[config.mk]
export PLATFORM = sky130hd
export DESIGN_NAME = jesd207_burst_ctrl
export DESIGN_NICKNAME = d
export VERILOG_FILES = /design/src/rtl/jesd207_burst_ctrl.sv
export SDC_FILE = /design/constraint.sdc
export NUM_CORES = 1
export LEC_CHECK = 0
export ABC_AREA = 1
export CELL_PAD_IN_SITES_DETAIL_PLACEMENT = 1
export CELL_PAD_IN_SITES_GLOBAL_PLACEMENT = 1
export CORE_ASPECT_RATIO = 0.9
export CORE_MARGIN = 2
export CORE_UTILIZATION = 35
export DETAILED_ROUTE_END_ITERATION = 6
export PLACE_DENSITY = 0.78
export SYNTH_ARGS = -nofsm -noshare
export SYNTH_HDL_FRONTEND = slang
export SYNTH_SLANG_ARGS = --single-unit
[constraint.sdc]
create_clock -name clk -period 5.5 [get_ports clk]
set_clock_uncertainty 0.05 [all_clocks]
set_input_delay 1.375 -clock clk [delete_from_list [all_inputs] [get_ports clk]]
set_output_delay 1.375 -clock clk [all_outputs]
set_load 0.01 [all_outputs]
[src/rtl/jesd207_burst_ctrl.sv]
// JESD207 burst controller: sequences ENABLE/TXNRX and the FIFO strobe for one
// burst per start request, with programmable setup/guard spacing.
module jesd207_burst_ctrl #(
   parameter int CNT_WID    = 16,
   parameter int SETUP_CYC  = 3,
   parameter int GUARD_CYC  = 2,
   parameter int PULSE_MODE = 1
) (
   input  logic               clk,
   input  logic               rstn,
   input  logic               start,
   input  logic               tx_nrx_req,
   input  logic [CNT_WID-1:0] burst_len,
   input  logic               abort,
   input  logic               fifo_empty,
   input  logic               fifo_full,
   output logic               tx_nrx,
   output logic               jesd_en,
   output logic               rd_en,
   output logic               wr_en,
   output logic               busy,
   output logic               done,
   output logic               err,
   output logic [CNT_WID-1:0] xfer_cnt
);

   typedef enum logic [2:0] {IDLE, SETUP, TRANS, STOP, GUARD} state_t;

   localparam logic [3:0] SETUP_LAST = 4'(SETUP_CYC - 1);
   localparam logic [3:0] GUARD_LAST = 4'(GUARD_CYC - 1);

   state_t             state_q, state_d;
   logic [3:0]         tmr_q, tmr_d;
   logic [CNT_WID-1:0] len_q, len_d;
   logic [CNT_WID-1:0] xfer_cnt_q, xfer_cnt_d;
   logic               err_q, err_d;
   logic               tx_nrx_q, tx_nrx_d;
   logic               jesd_en_q, jesd_en_d;
   logic               done_q, done_d;

   logic               blocked;
   logic [CNT_WID-1:0] cnt_inc;

   // The flag that matters depends on the direction latched for this burst.
   assign blocked = tx_nrx_q ? fifo_empty : fifo_full;
   assign cnt_inc = (xfer_cnt_q == '1) ? xfer_cnt_q : xfer_cnt_q + CNT_WID'(1);

   always_comb begin
      state_d    = state_q;
      tmr_d      = tmr_q;
      len_d      = len_q;
      xfer_cnt_d = xfer_cnt_q;
      err_d      = err_q;
      tx_nrx_d   = tx_nrx_q;
      done_d     = 1'b0;
      jesd_en_d  = 1'b0;

      case (state_q)
         IDLE: begin
            if (start) begin
               tx_nrx_d   = tx_nrx_req;
               len_d      = burst_len;
               xfer_cnt_d = '0;
               err_d      = 1'b0;
               tmr_d      = '0;
               state_d    = SETUP;
            end
         end
         SETUP: begin
            if (abort) begin
               state_d = STOP;
            end else if (tmr_q == SETUP_LAST) begin
               state_d = TRANS;
            end else begin
               tmr_d = tmr_q + 4'd1;
            end
         end
         TRANS: begin
            // A flag that is already high blocks this cycle's transfer even if
            // it would otherwise have completed the fixed-length burst.
            if (!blocked) begin
               xfer_cnt_d = cnt_inc;
            end
            if (blocked && (len_q != '0)) begin
               err_d = 1'b1;
            end
            if (blocked || abort || ((len_q != '0) && (cnt_inc == len_q))) begin
               state_d = STOP;
            end
         end
         STOP: begin
            tmr_d   = '0;
            state_d = GUARD;
         end
         GUARD: begin
            if (tmr_q == GUARD_LAST) begin
               state_d = IDLE;
               done_d  = 1'b1;
            end else begin
               tmr_d = tmr_q + 4'd1;
            end
         end
         default: state_d = IDLE;
      endcase

      if (PULSE_MODE != 0) begin
         jesd_en_d = ((state_q == IDLE) && (state_d == SETUP)) || (state_d == STOP);
      end else begin
         jesd_en_d = (state_d == SETUP) || (state_d == TRANS);
      end
   end

   always_ff @(posedge clk or negedge rstn) begin
      if (!rstn) begin
         state_q    <= IDLE;
         tmr_q      <= '0;
         len_q      <= '0;
         xfer_cnt_q <= '0;
         err_q      <= 1'b0;
         tx_nrx_q   <= 1'b1;
         jesd_en_q  <= 1'b0;
         done_q     <= 1'b0;
      end else begin
         state_q    <= state_d;
         tmr_q      <= tmr_d;
         len_q      <= len_d;
         xfer_cnt_q <= xfer_cnt_d;
         err_q      <= err_d;
         tx_nrx_q   <= tx_nrx_d;
         jesd_en_q  <= jesd_en_d;
         done_q     <= done_d;
      end
   end

   assign tx_nrx   = tx_nrx_q;
   assign jesd_en  = jesd_en_q;
   assign rd_en    = (state_q == TRANS) && tx_nrx_q;
   assign wr_en    = (state_q == TRANS) && !tx_nrx_q;
   assign busy     = (state_q != IDLE);
   assign done     = done_q;
   assign err      = err_q;
   assign xfer_cnt = xfer_cnt_q;

endmodule

==> results.ini <==
[timing]
setup_viol = 0
max_freq_mhz = 302
tns_ns = 0
period_share_pct = 60.2
drv_slew = 0
hold_viol_final = 0
fin_crit_ns = 3.31
tightest_slew_ns = 1.00
rsz0062_at_grt = false
relSlewSlack_pct = 33.2

[synth]
synth_area_per_cell_um2 = 6.92
synth-compound-area-share_pct = 9.82
syn-instance-count = 385
netlist_area_mm2 = 0.00266
synth_top_family_by_area = simple AND/OR/NAND/NOR gates
synth_mux_area_share_pct = 0
ys_ff_latch = 43
ys_warn_count = 0
synth_area_leaders = dfrtp_1 (39%), nand2_1 (17%), nand3_1 (8.6%)
yosys.area.top_type = dfrtp_1
synthSimpleGateAreaFrac_pct = 37.4
synth_seq_area_share_pct = 40.5
synthArstFlopShare_pct = 100
synthXorXnorAreaFrac_pct = 1.64
synth_edf_count = 0
synthFlopType = dfrtp_1
yosys.cell_types.count = 29
synth_nets = 412
synth_top_area_share_pct = 39.5
synthAdderAreaFrac_pct = 1.88

[power]
netSwitchingPower_mw = 0.509
p_clk_share_pct = 16.9
power_mw = 1.20
vdd_drop_max_v = 0.000193
power.density_mw_per_mm2 = 365
p_int_mw = 0.689
combPwrFrac_pct = 42.3
power_frac_seq_pct = 40.8
leakage_nw = 1.56
switching_share_pct = 42.5

[die]
ios = 46
fp.dieArea_mm2 = 0.00832
core_area_mm2 = 0.00747
fp.dieW_um = 95.9
num_rows = 30
die_h_um = 86.7
start_util_pct = 35.6

[critical_path]
worst-setup-path-type = flip-flop to output port
cp-start-kind = flip-flop
critPathMaxStageDelay_ns = 0.54
end_kind = output port
path_cells = nor3_1, buf_4, inv_1, nor2_1, clkdlybuf4s50_1
required_ns = 4.07
critical_path_peak_fanout = 16
cp.arrival_ns = 1.89
cp_slowest_cell = clkdlybuf4s50_1

[flow_run]
cap_viol_max_count = 0

[place]
dp_hpwl_um = 6240
routabilityCongestion = 0.818
io_buffers = 45

[global_routing]
grt_pass1_wl_um = 13500
grt_max_degree = 44
gr-total-overflow = 0
track_usage_pct = 21.1
antenna_found_initial = 0
grt_pass1_vias = 2733

[drt]
drt_iter0_drc = 100
drcViolationCount = 0
drt_wl_total_um = 8050
vias = 2656
drtPass1Iterations = 4
wl_per_cell_um = 15.3
ant_nets = 0
drt-vias-per-instance = 5.04

[finish]
final_util_pct = 44.0
multi_input_area_mm2 = 0.00135
antenna_cells = 0
layout_common_cells = nand2_1 (124), inv_1 (51), nand3_1 (46)
regArea_mm2 = 0.00108
mostFrequentLayoutCell = nand2_1
drive_above_1_share_pct = 5.34
area_growth_pct = 23.3
final_nets = 457
fill_cells = 959

[clock_tree]
clkSinkCount = 43
cts_tree = done
clk_latency_ns = 0.30
cts_buffer_depth = 2
clkTransAtPathRegs_ns = 0.09
cts_setup_buffers = 0
cts-resized-gates = 0
cts_max_level = 2
holdBufCountCts = 0
root_buffer = clkbuf_8
cts_made_buffers = 5

[min_path]
hold_path_class = flip-flop to flip-flop

[outcome]
outcome = completed

kinds of logic (layout without fill, tap and decap cells):
| group | after synthesis | after routing |
|---|---|---|
| buf+inv | 60 | 106 |
| compound gates | 47 | 47 |
| simple gates | 226 | 226 |
| xor+xnor | 5 | 5 |
| flops | 43 | 43 |
| fa+ha+maj | 4 | 4 |
flip-flops by register name, summed over array words and instances, names as in the netlist:
register	count
xfer_cnt	16
jesd_en	1
state_q	3
len_q	16
done	1
err	1
tx_nrx	1
tmr_q	4
cells in the mapped netlist, drive strengths merged (2+ instances only):
library cell and count:
nor3 2, dfrtp 42, o21ai 30, nand3b 3, nand4 7, clkbuf 7
ha 4, o21bai 2, a21oi 6, o22ai 6, nor4 4, inv 52
nor2 33, xor2 5, nand3 46, nand2 130
metrics by stage:
| stage | area [um2] | hold slack (ns) | instances | worst slack [ns] |
|---|---|---|---|---|
| global placement | 3200 | 0.438 | 519 | 2.17 |
| CTS | 3280 | 0.464 | 527 | 2.16 |
| detailed placement | 3200 | 0.431 | 519 | 2.14 |
| floorplan | 2660 | 0.434 | 385 | 2.68 |
| global route | 3280 | 0.501 | 527 | 2.05 |
| finish | 3280 | 0.454 | 527 | 2.19 |
power by group through the flow:
stage / Sequential, mW / Combinational, mW / Clock, mW
after floorplan: 0.476 / 0.333 / 0
after global placement: 0.492 / 0.490 / 0
after detailed placement: 0.493 / 0.511 / 0
after CTS: 0.488 / 0.514 / 0.207
after global routing: 0.504 / 0.580 / 0.218
final: 0.489 / 0.507 / 0.202
layout make-up:
class | count | share of cell area [%]
clock inverters | 2 | 0.381
repair buffers | 46 | 13.8
well taps | 96 | 3.66
multi-input cells | 282 | 41.1
clock buffers | 6 | 2.21
inverters | 52 | 6.02
flip-flops and latches | 43 | 32.8
path summary, 6_finish.rpt:
path | startpoint | to | slack, ns | cells past startpoint
max | state_q[2] | rd_en | 2.19 | 5
max reg2reg | xfer_cnt[0] | jesd_en | 3.08 | 13
min in group asynchronous | rstn | xfer_cnt[7] | 1.20 | 1
min reg2reg | err | err | 0.45 | 1
max in group asynchronous | rstn | len_q[14] | 3.59 | 1
min | err | err | 0.45 | 1
routing by layer:
| metal | GRT usage [%] | vias up | wire length, um |
|---|---|---|---|
| met5 | 0 | - | 0 |
| met4 | 5.45 | 0 | 93 |
| met3 | 2.70 | 8 | 262 |
| met2 | 35.5 | 49 | 3820 |
| met1 | 28.7 | 1265 | 3880 |
| li1 | - | 1334 | - |
worst max-delay path: cells and delay by family (launching register included):
kind                   cells  cell delay (ns)
buffers and inverters      3             0.87
DFF                        1             0.44
and+or+nand+nor            2             0.28
Power figures use the tool's default switching activity.
